--- src/rtl/seq_mult_if.sv ---
// Operand/result bundle for seq_mult_unit.
// master: issues start + operands, watches busy/done/product. slave: the unit.
interface seq_mult_if #(
    parameter int WIDTH = 32
);
    logic                 start;
    logic                 signed_mode;
    logic [WIDTH-1:0]     multiplicand;
    logic [WIDTH-1:0]     multiplier;
    logic                 busy;
    logic                 done;
    logic [2*WIDTH-1:0]   product;

    modport master (
        output start, signed_mode, multiplicand, multiplier,
        input  busy, done, product
    );

    modport slave (
        input  start, signed_mode, multiplicand, multiplier,
        output busy, done, product
    );
endinterface

--- src/rtl/seq_mult_unit.sv ---
// Sequential shift-add multiplier, signed/unsigned, WIDTH+1 cycle latency.
// Ports: clk, rst (sync, active high), bus (seq_mult_if.slave: start/operands in, busy/done/product out).
module seq_mult_unit #(
    parameter int WIDTH = 32
) (
    input  logic       clk,
    input  logic       rst,
    seq_mult_if.slave  bus
);
    localparam int CNT_W = $clog2(WIDTH) + 1;
    localparam int PW    = 2 * WIDTH;

    typedef enum logic [1:0] {
        S_IDLE,
        S_CALC,
        S_FIX,
        S_DONE
    } state_e;

    state_e            state_q, state_d;
    logic [CNT_W-1:0]  cnt_q, cnt_d;
    logic [PW-1:0]     acc_q, acc_d;
    logic [PW-1:0]     prod_q, prod_d;
    logic [WIDTH-1:0]  mcand_q, mcand_d;
    logic              neg_q, neg_d;

    logic [WIDTH-1:0]  mag_a;
    logic [WIDTH-1:0]  mag_b;
    logic [WIDTH:0]    sum;

    // Magnitudes: -2^(W-1) negates to itself, which reads correctly as unsigned.
    always_comb begin
        mag_a = bus.multiplicand;
        mag_b = bus.multiplier;
        if (bus.signed_mode && bus.multiplicand[WIDTH-1])
            mag_a = ~bus.multiplicand + WIDTH'(1);
        if (bus.signed_mode && bus.multiplier[WIDTH-1])
            mag_b = ~bus.multiplier + WIDTH'(1);
    end

    // Upper half gets the partial sum with carry; lower half holds the
    // shrinking multiplier, so acc_q[0] is the current multiplier bit.
    always_comb begin
        sum = {1'b0, acc_q[PW-1:WIDTH]};
        if (acc_q[0])
            sum = sum + {1'b0, mcand_q};
    end

    always_comb begin
        state_d = state_q;
        cnt_d   = cnt_q;
        acc_d   = acc_q;
        prod_d  = prod_q;
        mcand_d = mcand_q;
        neg_d   = neg_q;
        unique case (state_q)
            S_IDLE, S_DONE: begin
                if (bus.start) begin
                    state_d = S_CALC;
                    cnt_d   = '0;
                    acc_d   = {{WIDTH{1'b0}}, mag_b};
                    mcand_d = mag_a;
                    neg_d   = bus.signed_mode &
                              (bus.multiplicand[WIDTH-1] ^
                               bus.multiplier[WIDTH-1]);
                end
            end
            S_CALC: begin
                acc_d = {sum, acc_q[WIDTH-1:1]};
                cnt_d = cnt_q + CNT_W'(1);
                if (cnt_q == CNT_W'(WIDTH - 1))
                    state_d = S_FIX;
            end
            S_FIX: begin
                prod_d  = neg_q ? (~acc_q + PW'(1)) : acc_q;
                state_d = S_DONE;
            end
            default: state_d = S_IDLE;
        endcase
    end

    always_ff @(posedge clk) begin
        if (rst) begin
            state_q <= S_IDLE;
            cnt_q   <= '0;
            acc_q   <= '0;
            prod_q  <= '0;
            mcand_q <= '0;
            neg_q   <= 1'b0;
        end else begin
            state_q <= state_d;
            cnt_q   <= cnt_d;
            acc_q   <= acc_d;
            prod_q  <= prod_d;
            mcand_q <= mcand_d;
            neg_q   <= neg_d;
        end
    end

    assign bus.busy    = (state_q == S_CALC) || (state_q == S_FIX);
    assign bus.done    = (state_q == S_DONE);
    assign bus.product = prod_q;
endmodule

--- src/flat_wrapper.sv ---
// flat-port wrapper written by rule: the top's interface ports become plain ports
module seq_mult_unit_flat 
#(
    parameter int WIDTH = 32
)
  (clk, rst, bus_start, bus_signed_mode, bus_multiplicand, bus_multiplier, bus_busy, bus_done, bus_product);
  seq_mult_if #(.WIDTH(WIDTH)) bus_i ();
  input  logic clk;
  input  logic rst;
  input wire logic [$bits(bus_i.start)-1:0] bus_start;
  input wire logic [$bits(bus_i.signed_mode)-1:0] bus_signed_mode;
  input wire logic [$bits(bus_i.multiplicand)-1:0] bus_multiplicand;
  input wire logic [$bits(bus_i.multiplier)-1:0] bus_multiplier;
  output wire logic [$bits(bus_i.busy)-1:0] bus_busy;
  output wire logic [$bits(bus_i.done)-1:0] bus_done;
  output wire logic [$bits(bus_i.product)-1:0] bus_product;
  assign bus_i.start = bus_start;
  assign bus_i.signed_mode = bus_signed_mode;
  assign bus_i.multiplicand = bus_multiplicand;
  assign bus_i.multiplier = bus_multiplier;
  assign bus_busy = bus_i.busy;
  assign bus_done = bus_i.done;
  assign bus_product = bus_i.product;
  seq_mult_unit #(.WIDTH(WIDTH)) u_core (.clk(clk), .rst(rst), .bus(bus_i));
endmodule
--- config.mk ---
export PLATFORM = sky130hd
export DESIGN_NAME = seq_mult_unit_flat
export DESIGN_NICKNAME = d
export VERILOG_FILES = /design/src/rtl/seq_mult_if.sv /design/src/rtl/seq_mult_unit.sv /design/src/flat_wrapper.sv
export SDC_FILE = /design/constraint.sdc
export NUM_CORES = 1
export LEC_CHECK = 0
export CORE_UTILIZATION = 35
export CTS_CLUSTER_DIAMETER = 50
export DETAILED_ROUTE_END_ITERATION = 10
export PLACE_DENSITY = 0.61
export RECOVER_POWER = 50
export SLEW_MARGIN = 20
export SYNTH_ARGS = -nofsm -noshare
export SYNTH_HDL_FRONTEND = slang
export SYNTH_SLANG_ARGS = --single-unit
--- constraint.sdc ---
create_clock -name clk -period 5.54 [get_ports clk]
set_clock_uncertainty 0.2 [all_clocks]
set_input_delay 1.108 -clock clk [delete_from_list [all_inputs] [get_ports clk]]
set_output_delay 1.108 -clock clk [all_outputs]
set_load 0.01 [all_outputs]
# Word-level counts from Yosys, hierarchy flattened
# Cells that the tools add are included.
dict set report op_classes {
  add_sub_neg 5
  n_mul 0
  div 0
  n_lt_le_gt_ge 0
  n_eq_ne 6
  n_shift 0
  muxes 11
  bitwise_logic 5
  n_reduce_logical 9
}
# op n
set op_table {}
lappend op_table {{2-to-1 mux 64 bit} 2}
lappend op_table {{case mux 64 bit (2 select lines)} 1}
lappend op_table {{adder 32 x 1 -> 32 bit, second input constant} 2}
lappend op_table {{adder 64 x 1 -> 64 bit, second input constant} 1}
lappend op_table {{2-to-1 mux 32 bit} 2}
lappend op_table {{inverter 32 bit} 2}
lappend op_table {{inverter 64 bit} 1}
lappend op_table {{adder 32 x 32 -> 33 bit} 1}
lappend op_table {{2-to-1 mux 33 bit} 1}
lappend op_table {{case mux 6 bit (2 select lines)} 1}
lappend op_table {{adder 6 x 1 -> 6 bit, second input constant} 1}
lappend op_table {{== test 6 x 5 -> 1 bit, second input constant} 1}
lappend op_table {{2-to-1 mux 6 bit} 1}
lappend op_table {{case mux 2 bit (3 select lines)} 1}
lappend op_table {{AND reduction 2 bit} 3}
lappend op_table {{== test 2 bit, second input constant} 2}
lappend op_table {{2-to-1 mux 2 bit} 2}
lappend op_table {{== test 2 x 1 -> 1 bit, second input constant} 1}
lappend op_table {{logical AND 1 bit} 2}
lappend op_table {{zero test 2 bit} 1}
lappend op_table {{inequality test 2 x 1 -> 1 bit, second input constant} 1}
lappend op_table {{inequality test 2 bit, second input constant} 1}
lappend op_table {{nonzero test 2 bit} 1}
lappend op_table {{OR reduction 2 bit} 1}
lappend op_table {{3 further kinds} 3}
dict set report word_totals {
  regBits 169
  latch_bits 0
  ram_bits 0
  romBits 0
  inputBits 68
  mem_count 0
}

# Depth between registers and ports, before layout
# Gate-level depths: netlist (run 1).
dict set report logic_depth {
  word_depth 5
  depth_mapped 11
  ltp_nobuf 10
}

# Least setup slack after synthesis (run 1)
# Ideal clock, no wire load.
dict set report synth_path {
  path_type {input to register}
  startpoint {input bus_multiplier[0]}
  endpoint {register u_core.acc_q[30]}
  t_arrival_ps 3104
  setup_slack_ps 2106
  stages 9
  n_path_buf 0
  path_cell_list {inv_1 -> ha_1 -> or4b_2 -> nor4_2 -> nand3b_1 -> nor4_1 -> a31oi_1 -> xnor2_1 -> o22ai_1}
}
dict set report synth_via {
  elab_chain_cells 5
}
# element line_no
set synth_lines {}
lappend synth_lines {{start, declared} flat_wrapper.sv:13} ;# input wire logic [$bits(bus_i.multiplier)-1:0] bus_multiplier;
lappend synth_lines {{inverter 32 bit} seq_mult_unit.sv:38} ;# mag_b = ~bus.multiplier + WIDTH'(1);
lappend synth_lines {{adder 32 x 1 -> 32 bit} seq_mult_unit.sv:38}
lappend synth_lines {{2-to-1 mux 32 bit} seq_mult_unit.sv:37} ;# if (bus.signed_mode && bus.multiplier[WIDTH-1])
lappend synth_lines {{2-to-1 mux 64 bit} seq_mult_unit.sv:58} ;# if (bus.start) begin
lappend synth_lines {{case mux 64 bit (2 select lines)} seq_mult_unit.sv:56} ;# unique case (state_q)
lappend synth_lines {{end signal, assigned} seq_mult_unit.sv:86} ;# acc_q <= '0;
lappend synth_lines {{end signal, assigned} seq_mult_unit.sv:93} ;# acc_q <= acc_d;
lappend synth_lines {{end, declared} seq_mult_unit.sv:22} ;# logic [PW-1:0] acc_q, acc_d;
# No other way between the ends. The select of a mux whose other input is x is not followed.
# A chain may end at the register's enable or synchronous reset.

# Worst setup path after layout (run 1)
dict set report layout_path {
  startpoint {input bus_start}
  endpoint {register u_core.acc_q[0]}
}
dict set report layout_via {
  elab_chain_cells 2
}
# element line_no
set layout_lines {}
lappend layout_lines {{start, declared} flat_wrapper.sv:10} ;# input wire logic [$bits(bus_i.start)-1:0] bus_start;
lappend layout_lines {{inequality test 2 bit (no source line)} n/a}
lappend layout_lines {{AND reduction 2 bit (no source line)} n/a}
# No other way between the ends.

==> impl_metrics.env, run 1 <==
export IMPL_cts_resized=0
export IMPL_switching_power_w=0.00227
export IMPL_dp_cells=1758
export IMPL_cap_violations=3
export IMPL_setup_violations_final=0
export IMPL_syn_area_per_cell_um2=8.14
export IMPL_synth_edf_count=0
export IMPL_synthCells=1303
export IMPL_grt_ovfl_total=0
export IMPL_maxSlewViolCount=190
export IMPL_internal_power_w=0.00313
export IMPL_ys_ff_latch=169
export IMPL_path_cells="dlygate4sd3_1 -> and2_2 -> a21oi_1 -> buf_4 -> a22o_1 -> a211oi_1"
export IMPL_power_frac_seq=0.348
export IMPL_peakVddDrop_v=0.000216
export IMPL_violations="capacitance limit, slew limit"
export IMPL_fmax_mhz=220
export IMPL_endpoint_kind="flop"
export IMPL_synth_flop_cell="dfxtp_1"
export IMPL_final_area_um2=12800
export IMPL_cts_tree="built"
export IMPL_path_max_fanout=32
export IMPL_crit_arrival_ns=4.64
export IMPL_hold_path_endpoint="u_core.bus.product[42]$_SDFFE_PP0N_"
export IMPL_grt_pass1_wl_mm=49.7
export IMPL_synth_seq_area_share=0.319
export IMPL_globalRouteTotalUtil=0.199
export IMPL_postRouteAntennaNets=0
export IMPL_wl_per_cell_um=17.2
export IMPL_clock_sinks=169
export IMPL_holdBufCountCts=0
export IMPL_path_clk_slew_ns=0.07
export IMPL_min_from="u_core.bus.product[42]$_SDFFE_PP0N_"
export IMPL_floorplan_core_area_um2=29700
export IMPL_ff2ff_path_depth=7
export IMPL_status="finished, violations left"
export IMPL_r2r_end="u_core.acc_q[0]$_SDFFE_PP0P_"
export IMPL_ios=134
export IMPL_syn_area_um2=10600
export IMPL_rsz0062_at_grt="no"
export IMPL_firstDrtPassIters=6
export IMPL_r2r_start="u_core.state_q[0]$_SDFFE_PP0P_"
export IMPL_leakage_nw=4.75
export IMPL_place_hpwl_mm=23.3
export IMPL_fin_ws_ns=0.986
export IMPL_dieArea_um2=31000
export IMPL_htree_levels=4
export IMPL_period_share=0.822
export IMPL_period_needed_ns=4.55
export IMPL_start_util=0.357
export IMPL_slowest_stage="a21oi_1"
export IMPL_combinationalPowerShare=0.437
export IMPL_grt_max_degree=101
export IMPL_layout_drive_gt1_share=0.0557
export IMPL_pre_cts_slack_ns=1.27
export IMPL_min_path_type="reg -> reg"
export IMPL_yosys_warnings=0
export IMPL_drt_vias_per_instance=5.66
export IMPL_nFillCells=3015
export IMPL_start_kind="input pin"
export IMPL_clock_latency_ns=0.43
export IMPL_antenna_found_initial=0
export IMPL_cts_setup_buffers=0
export IMPL_synth_fp_nets=1412
export IMPL_drt_total_wl_mm=30.8
export IMPL_synth_async_sr_flop_share=0
export IMPL_grt_pass1_vias=9205
export IMPL_hold_violations=0
export IMPL_fp_dieH_um=176
export IMPL_clockBufferDepth=2
export IMPL_tightest_slew_ns=2.63
export IMPL_drt_iter0_drc=840
export IMPL_clockRootBuffer="clkbuf_16"
export IMPL_cpPeakStageDelay_ns=1.88
export IMPL_die_width_um=176
export IMPL_power_density_nw_per_um2=422
export IMPL_layoutNonFillerInstCount=1790
export IMPL_rows=63
export IMPL_clkPwrFrac=0.214
export IMPL_relSlewSlack=-0.752
export IMPL_crit_type="in -> reg"
export IMPL_hold_slack_ns=0.282
export IMPL_dpl_cell_area_um2=12200
export IMPL_via_count=10127
export IMPL_yosysUniqueCellTypes=73
export IMPL_areaGrowthSynthToFinish_pct=20.4
export IMPL_swShare=0.420
export IMPL_post_route_drc_count=0
export IMPL_min_path_cells=2
export IMPL_gp_congestion=0.928
export IMPL_cp_required_ns=5.62
export IMPL_finalSetupTns_ns=0
export IMPL_antenna_cells=0
export IMPL_synthTopCellsByArea="dfxtp_1, xor2_1, nor2_1, a211oi_1, ha_1"
export IMPL_yosysTopAreaCell="dfxtp_1"
export IMPL_nets=1496
export IMPL_synth_top_area_frac=0.319
export IMPL_r2r_slack_ns=1.48
export IMPL_cts_buffers=17
export IMPL_numPortBuffers=133
[area by class of cell]
class                      count  area, um^2  share of cell area
inverter                      34         128              0.0100
timing repair buffer         145        1410               0.111
clock buffer                  21         480              0.0376
multi-input combinational   1020        6790               0.532
tap                          390         488              0.0382
sequential                   169        3380               0.265
clock inverter                11        87.6             0.00686
[worst max-delay path by stage]
stage | start | end | cells after the start
2_1_floorplan | bus_multiplier[0] | u_core.acc_q[30]$_SDFFE_PP0P_ | 9
3_3_place_gp | bus_multiplier[0] | u_core.acc_q[30]$_SDFFE_PP0P_ | 10
3_5_place_dp | bus_multiplier[0] | u_core.acc_q[26]$_SDFFE_PP0P_ | 10
4_1_cts | bus_multiplier[0] | u_core.acc_q[26]$_SDFFE_PP0P_ | 10
5_1_grt | bus_start | u_core.acc_q[3]$_SDFFE_PP0P_ | 6
6_report | bus_start | u_core.acc_q[0]$_SDFFE_PP0P_ | 6
[critical path, delay by kind of cell]
family	cells	cell delay, ns
AO/OA/AOI/OAI	3	2.16
buffers and inverters	2	1.14
AND/OR/NAND/NOR	1	0.22
[kinds of logic after synthesis]
logic type / Yosys count / share of synthesized area
simple gates: 418 / 0.195
mux: 8 / 0.00779
buf+inv: 114 / 0.0406
compound gates: 418 / 0.276
flops: 169 / 0.319
fa+ha+maj: 41 / 0.0491
xor+xnor: 135 / 0.112
[Yosys cell counts (all sizes together) (10+ instances only)]
cell type  number
o41ai          17
nor3           34
buf            11
o31ai          29
or3            17
inv            33
o21ai          64
or4            12
clkbuf         69
ha             40
dfxtp         169
a211oi         87
nor4           24
a222oi         32
xnor2          40
nand3          17
xor2           95
a21oi          79
o22ai          18
nand4          10
a21o           11
nor2          183
nand2          76
a22oi          28
[sequential cells by signal, summed over array words and instances (netlist names)]
register            count
u_core.acc_q           64
u_core.mcand_q         32
u_core.bus.product     64
u_core.cnt_q            6
u_core.state_q          2
u_core.neg_q            1
[cell usage in the layout (no fill, tap or decap), types with 14 or more instances in the layout]
cell type        instances
a211oi_1                87
nand2_1                 76
dlygate4sd3_1           67
xnor2_1                 40
a21oi_1                 79
inv_1                   33
a222oi_1                32
or3_1                   16
o21ai_0                 64
o22ai_1                 18
nand3_1                 16
nor4_1                  17
dfxtp_1                168
xor2_1                  95
nor3_1                  34
o41ai_1                 14
o31ai_1                 28
nor2_1                 181
clkbuf_16               17
clkdlybuf4s50_1         65
ha_1                    40
a22oi_1                 28
[through the flow]
stage | util | total power, W
floorplan | - | 0.00344
global placement | 0.412 | 0.00430
detailed placement | 0.412 | 0.00433
CTS | 0.431 | 0.00549
global route | 0.430 | 0.00579
finish | 0.430 | 0.00539
[per-layer routing]
layer | part of all wire | GRT usage | wire, um
met5 | 0 | 0 | 0
met3 | 0.063 | 0.0319 | 1940
met2 | 0.41 | 0.283 | 12600
met1 | 0.51 | 0.305 | 15800
met4 | 0.014 | 0.0486 | 420
[power by group through the flow]
stage | registers [W] | clock network, W | logic, W
finish | 0.00188 | 0.00115 | 0.00236
global route | 0.00193 | 0.00124 | 0.00263
CTS | 0.00188 | 0.00118 | 0.00243
detailed placement | 0.00191 | 0 | 0.00242
global placement | 0.00190 | 0 | 0.00240
floorplan | 0.00184 | 0 | 0.00159
Power figures use the tool's default switching activity.
==> inputs of run 2 (changes only) <==
--- a/config.mk
+++ b/config.mk
@@ -8,7 +8,7 @@
 export CORE_UTILIZATION = 35
 export CTS_CLUSTER_DIAMETER = 50
 export DETAILED_ROUTE_END_ITERATION = 10
-export PLACE_DENSITY = 0.61
+export PLACE_DENSITY = 0.63
 export RECOVER_POWER = 50
 export SLEW_MARGIN = 20
 export SYNTH_ARGS = -nofsm -noshare
==> constraint.sdc (replaced) <==
create_clock -name clk -period 3.9 [get_ports clk]
set_clock_uncertainty 0.2 [all_clocks]
set_input_delay 0.78 -clock clk [delete_from_list [all_inputs] [get_ports clk]]
set_output_delay 0.78 -clock clk [all_outputs]
set_load 0.01 [all_outputs]
==> impl_metrics.env, run 2 (same netlist as run 1, synthesis figures left out) <==
export IMPL_pre_cts_slack_ns=0.134
export IMPL_dieArea_um2=31000
export IMPL_peakVddDrop_v=0.000351
export IMPL_slowest_stage="nor3_1"
export IMPL_grt_pass1_vias=9295
export IMPL_post_route_drc_count=0
export IMPL_endpoint_kind="flop"
export IMPL_status="finished, violations left"
export IMPL_clock_sinks=169
export IMPL_grt_max_degree=81
export IMPL_fin_ws_ns=0.515
export IMPL_dpl_cell_area_um2=12400
export IMPL_r2r_slack_ns=0.52
export IMPL_drt_total_wl_mm=30.9
export IMPL_fmax_mhz=295
export IMPL_cts_setup_buffers=0
export IMPL_rsz0062_at_grt="no"
export IMPL_finalSetupTns_ns=0
export IMPL_setup_violations_final=0
export IMPL_mostFrequentLayoutCells="nor2_1, dfxtp_1, xor2_1, a211oi_1, a21oi_1"
export IMPL_clockBufferDepth=2
export IMPL_min_path_type="reg -> reg"
export IMPL_globalRouteTotalUtil=0.201
export IMPL_path_cells="nor3_1 -> or3b_2 -> nor4_2 -> buf_4 -> nand2_1 -> o41ai_1 -> xor2_1 -> a211oi_1"
export IMPL_fp_dieH_um=176
export IMPL_ff2ff_path_depth=8
export IMPL_path_depth=8
export IMPL_start_kind="flop"
export IMPL_hold_violations=0
export IMPL_period_share=0.868
export IMPL_cpPeakStageDelay_ns=0.59
export IMPL_via_count=10213
export IMPL_rows=63
export IMPL_hold_slack_ns=0.276
export IMPL_layoutNonFillerInstCount=1817
export IMPL_postRouteAntennaNets=0
export IMPL_relSlewSlack=-0.127
export IMPL_holdBufCountCts=0
export IMPL_htree_levels=4
export IMPL_violations="capacitance limit, slew limit"
export IMPL_clockRootBuffer="clkbuf_16"
export IMPL_crit_buf_inv=1
export IMPL_nFillCells=2941
export IMPL_leakage_nw=4.92
export IMPL_tightest_slew_ns=1.69
export IMPL_drt_vias_per_instance=5.62
export IMPL_clock_latency_ns=0.44
export IMPL_power_density_nw_per_um2=604
export IMPL_start_util=0.357
export IMPL_period_needed_ns=3.38
export IMPL_firstDrtPassIters=8
export IMPL_crit_arrival_ns=3.51
export IMPL_numPortBuffers=133
export IMPL_final_area_um2=13000
export IMPL_grt_pass1_wl_mm=49.9
export IMPL_cpLargestDelayFamily="simple AND/OR/NAND/NOR gates"
export IMPL_die_width_um=176
export IMPL_gp_congestion=0.879
export IMPL_path_clk_slew_ns=0.07
export IMPL_mostFrequentLayoutCell="nor2_1"
export IMPL_floorplan_core_area_um2=29700
export IMPL_cts_resized=0
export IMPL_ios=134
export IMPL_cts_buffers=17
export IMPL_wl_per_cell_um=17.0
export IMPL_cp_required_ns=4.02
export IMPL_path_max_fanout=11
export IMPL_place_hpwl_mm=23.4
export IMPL_crit_type="reg -> reg"
export IMPL_layout_drive_gt1_share=0.0736
export IMPL_cts_tree="built"
export IMPL_cap_violations=1
export IMPL_antenna_found_initial=2
export IMPL_maxSlewViolCount=81
export IMPL_dp_cells=1784
export IMPL_min_path_cells=2
export IMPL_drt_iter0_drc=835
export IMPL_nets=1522
export IMPL_areaGrowthSynthToFinish_pct=22.8
export IMPL_grt_ovfl_total=0
-- run 2: stage by stage --
step	power (W)	util
after floorplan	0.00488	-
after detailed placement	0.00623	0.419
final	0.00787	0.438
after CTS	0.00797	0.439
after global placement	0.00619	0.419
after global routing	0.00840	0.438
-- run 2: worst paths after layout --
path,from,endpoint
worst min register to register,u_core.mcand_q[0]$_SDFFE_PP0P_,u_core.mcand_q[0]$_SDFFE_PP0P_
worst max register to register,u_core.acc_q[6]$_SDFFE_PP0P_,u_core.bus.product[56]$_SDFFE_PP0N_
worst max-delay path,u_core.acc_q[6]$_SDFFE_PP0P_,u_core.bus.product[56]$_SDFFE_PP0N_
worst min-delay path,u_core.mcand_q[0]$_SDFFE_PP0P_,u_core.mcand_q[0]$_SDFFE_PP0P_
-- run 2: area by class of cell --
type | count | area, um^2 | share of cell area
multi-input cells | 1020 | 6800 | 0.523
clock inverters | 13 | 144 | 0.0111
diodes | 1 | 2.50 | 0.000192
clock buffers | 19 | 453 | 0.0348
inverters | 34 | 128 | 0.00980
repair buffers | 171 | 1620 | 0.124
well taps | 390 | 488 | 0.0375
flip-flops and latches | 169 | 3380 | 0.260
-- run 2: where the power goes --
group          total [W]  switching (W)  internal (W)
sequential       0.00262       0.000436       0.00218
clock            0.00174       0.000796      0.000946
combinational    0.00350        0.00206       0.00144
total            0.00787        0.00329       0.00457
-- run 2: worst reg2reg max path, stage by stage (launching register included) --
cell and delay [ns]:
dfxtp_1 0.40, nor3_1 0.59, or3b_2 0.53, nor4_2 0.28, buf_4 0.18, nand2_1 0.25
o41ai_1 0.47, xor2_1 0.13, a211oi_1 0.25
-- run 2: per-layer routing --
layer | global-route usage | part of all wire | wire [um] | vias up
met5 | 0 | 0 | 0 | -
met4 | 0.0721 | 0.022 | 681 | 0
met3 | 0.0306 | 0.059 | 1840 | 34
met2 | 0.283 | 0.41 | 12600 | 333
met1 | 0.304 | 0.51 | 15800 | 4727
li1 | - | - | - | 5119
==> inputs of run 3 (changes only) <==
==> constraint.sdc (replaced) <==
create_clock -name clk -period 3.1 [get_ports clk]
set_clock_uncertainty 0.2 [all_clocks]
set_input_delay 0.62 -clock clk [delete_from_list [all_inputs] [get_ports clk]]
set_output_delay 0.62 -clock clk [all_outputs]
set_load 0.01 [all_outputs]
==> impl_metrics.env, run 3 (same netlist as run 1, synthesis figures left out) <==
export IMPL_antenna_cells=0
export IMPL_internal_power_w=0.00594
export IMPL_clockRootBuffer="clkbuf_16"
export IMPL_min_path_type="reg -> reg"
export IMPL_r2r_end="u_core.bus.product[54]$_SDFFE_PP0N_"
export IMPL_cts_setup_buffers=0
export IMPL_crit_type="reg -> reg"
export IMPL_cts_buffers=17
export IMPL_globalRouteTotalUtil=0.211
export IMPL_crit_top_cell="buf_4"
export IMPL_period_needed_ns=2.98
export IMPL_mostFrequentLayoutCells="nor2_1, dfxtp_1, buf_4, xor2_1, a211oi_1"
export IMPL_place_hpwl_mm=25.2
export IMPL_holdBufCountCts=0
export IMPL_clock_latency_ns=0.44
export IMPL_status="finished, final reports clean"
export IMPL_grt_pass1_wl_mm=52.2
export IMPL_r2r_slack_ns=0.12
export IMPL_final_util=0.474
export IMPL_maxSlewViolCount=0
export IMPL_setup_violations_final=0
export IMPL_floorplan_core_area_um2=29700
export IMPL_min_path_cells=2
export IMPL_fp_dieH_um=176
export IMPL_gp_congestion=0.883
export IMPL_rsz0062_at_grt="no"
export IMPL_cp_required_ns=3.20
export IMPL_switching_power_w=0.00434
export IMPL_peakVddDrop_v=0.000458
export IMPL_ff2ff_path_depth=9
export IMPL_clkPwrFrac=0.210
export IMPL_start_util=0.357
export IMPL_cap_violations=0
export IMPL_leakage_nw=5.56
export IMPL_relSlewSlack=0.244
export IMPL_layout_drive_gt1_share=0.159
export IMPL_worstSetupStartpoint="u_core.acc_q[18]$_SDFFE_PP0P_"
export IMPL_post_route_drc_count=0
export IMPL_ios=134
export IMPL_path_max_fanout=5
export IMPL_rows=63
export IMPL_die_width_um=176
export IMPL_path_clk_slew_ns=0.08
export IMPL_finalSetupTns_ns=0
export IMPL_endpoint_kind="flop"
export IMPL_drt_total_wl_mm=32.9
export IMPL_firstDrtPassIters=6
export IMPL_final_area_um2=14100
export IMPL_slowest_stage="or4_4"
export IMPL_wl_per_cell_um=16.9
export IMPL_dieArea_um2=31000
export IMPL_hold_path_endpoint="u_core.bus.product[42]$_SDFFE_PP0N_"
export IMPL_combinationalPowerShare=0.474
export IMPL_via_count=10769
export IMPL_swShare=0.422
export IMPL_fmax_mhz=336
export IMPL_tightest_slew_ns=1.13
export IMPL_numPortBuffers=133
export IMPL_drt_vias_per_instance=5.54
export IMPL_antenna_found_initial=0
export IMPL_power_frac_seq=0.316
export IMPL_total_power_w=0.0103
export IMPL_dpl_cell_area_um2=13400
export IMPL_grt_pass1_vias=9888
export IMPL_cpPeakStageDelay_ns=0.57
export IMPL_grt_max_degree=97
export IMPL_drt_iter0_drc=862
export IMPL_mostFrequentLayoutCell="nor2_1"
export IMPL_hold_violations=0
export IMPL_nets=1650
export IMPL_grt_ovfl_total=0
export IMPL_period_share=0.960
export IMPL_areaGrowthSynthToFinish_pct=32.8
export IMPL_cts_tree="built"
export IMPL_crit_arrival_ns=3.07
export IMPL_clockBufferDepth=2
export IMPL_htree_levels=4
export IMPL_min_from="u_core.bus.product[42]$_SDFFE_PP0N_"
export IMPL_path_cells="or4_4 -> or3_1 -> nor4_4 -> buf_4 -> nand2_1 -> buf_4 -> o31ai_2 -> xor2_1 -> a211oi_1"
export IMPL_r2r_start="u_core.acc_q[18]$_SDFFE_PP0P_"
export IMPL_clock_sinks=169
export IMPL_power_density_nw_per_um2=730
export IMPL_postRouteAntennaNets=0
export IMPL_start_kind="flop"
-- run 3: cell types whose count changed in the layout (fill, tap and decap cells not counted), moves of 3 or more --
cell      previous run  this run
a211oi_2             0         3
buf_4               34       161
clkinv_8             0         4
o31ai_1             28        24
inv_6                7         3
clkinv_4             0         3
o31ai_2              1         5
a211oi_1            87        84
-- run 3: metal layers --
layer	wire length (um)	track usage	vias to the layer above
li1	-	-	5366
met1	16200	0.315	5022
met2	14000	0.313	351
met3	2110	0.0265	30
met4	493	0.0594	0
met5	0	0	-
-- run 3: layout make-up --
class	count	area, um^2
inverter	34	128
fill	2950	15600
multi-input combinational	1020	6880
clock buffer	17	425
sequential	169	3390
timing repair buffer	299	2590
tap	390	488
clock inverter	15	174
-- run 3: through the flow --
step / cells / hold WS, ns / setup slack, ns
floorplan: 1303 / 0.241 / 0.126
global placement: 1912 / 0.276 / -0.275
detailed placement: 1912 / 0.276 / -0.356
CTS: 1944 / 0.287 / 0.00283
global route: 1944 / 0.304 / 0.00744
finish: 1944 / 0.280 / 0.125
-- run 3: critical path, delay by kind of cell, from the launching register on --
kind	cells	cell delay [ns]
AO/OA/AOI/OAI	2	0.35
flip-flops	1	0.32
XOR/XNOR	1	0.24
AND/OR/NAND/NOR	4	1.38
buffers and inverters	2	0.35
-- run 3: power groups by stage --
stage	registers (W)	clock network, W	logic, W
after floorplan	0.00329	0	0.00285
after global placement	0.00328	0	0.00484
after CTS	0.00325	0.00220	0.00493
after detailed placement	0.00330	0	0.00491
final	0.00325	0.00216	0.00488
after global routing	0.00332	0.00230	0.00535
-- run 3: how the worst max path moves through the flow --
stage | end | cells after the start
5_1_grt | u_core.acc_q[61]$_SDFFE_PP0P_ | 11
4_1_cts | u_core.bus.product[54]$_SDFFE_PP0N_ | 11
3_5_place_dp | u_core.acc_q[24]$_SDFFE_PP0P_ | 10
2_1_floorplan | u_core.bus.product[32]$_SDFFE_PP0N_ | 9
6_report | u_core.bus.product[54]$_SDFFE_PP0N_ | 9
3_3_place_gp | u_core.acc_q[24]$_SDFFE_PP0P_ | 10
-- run 3: timing repair --
action | in CTS | in global routing
setup endpoints to repair | 1 | 18
pin swaps | 0 | 3
resized for setup | 1 | 20
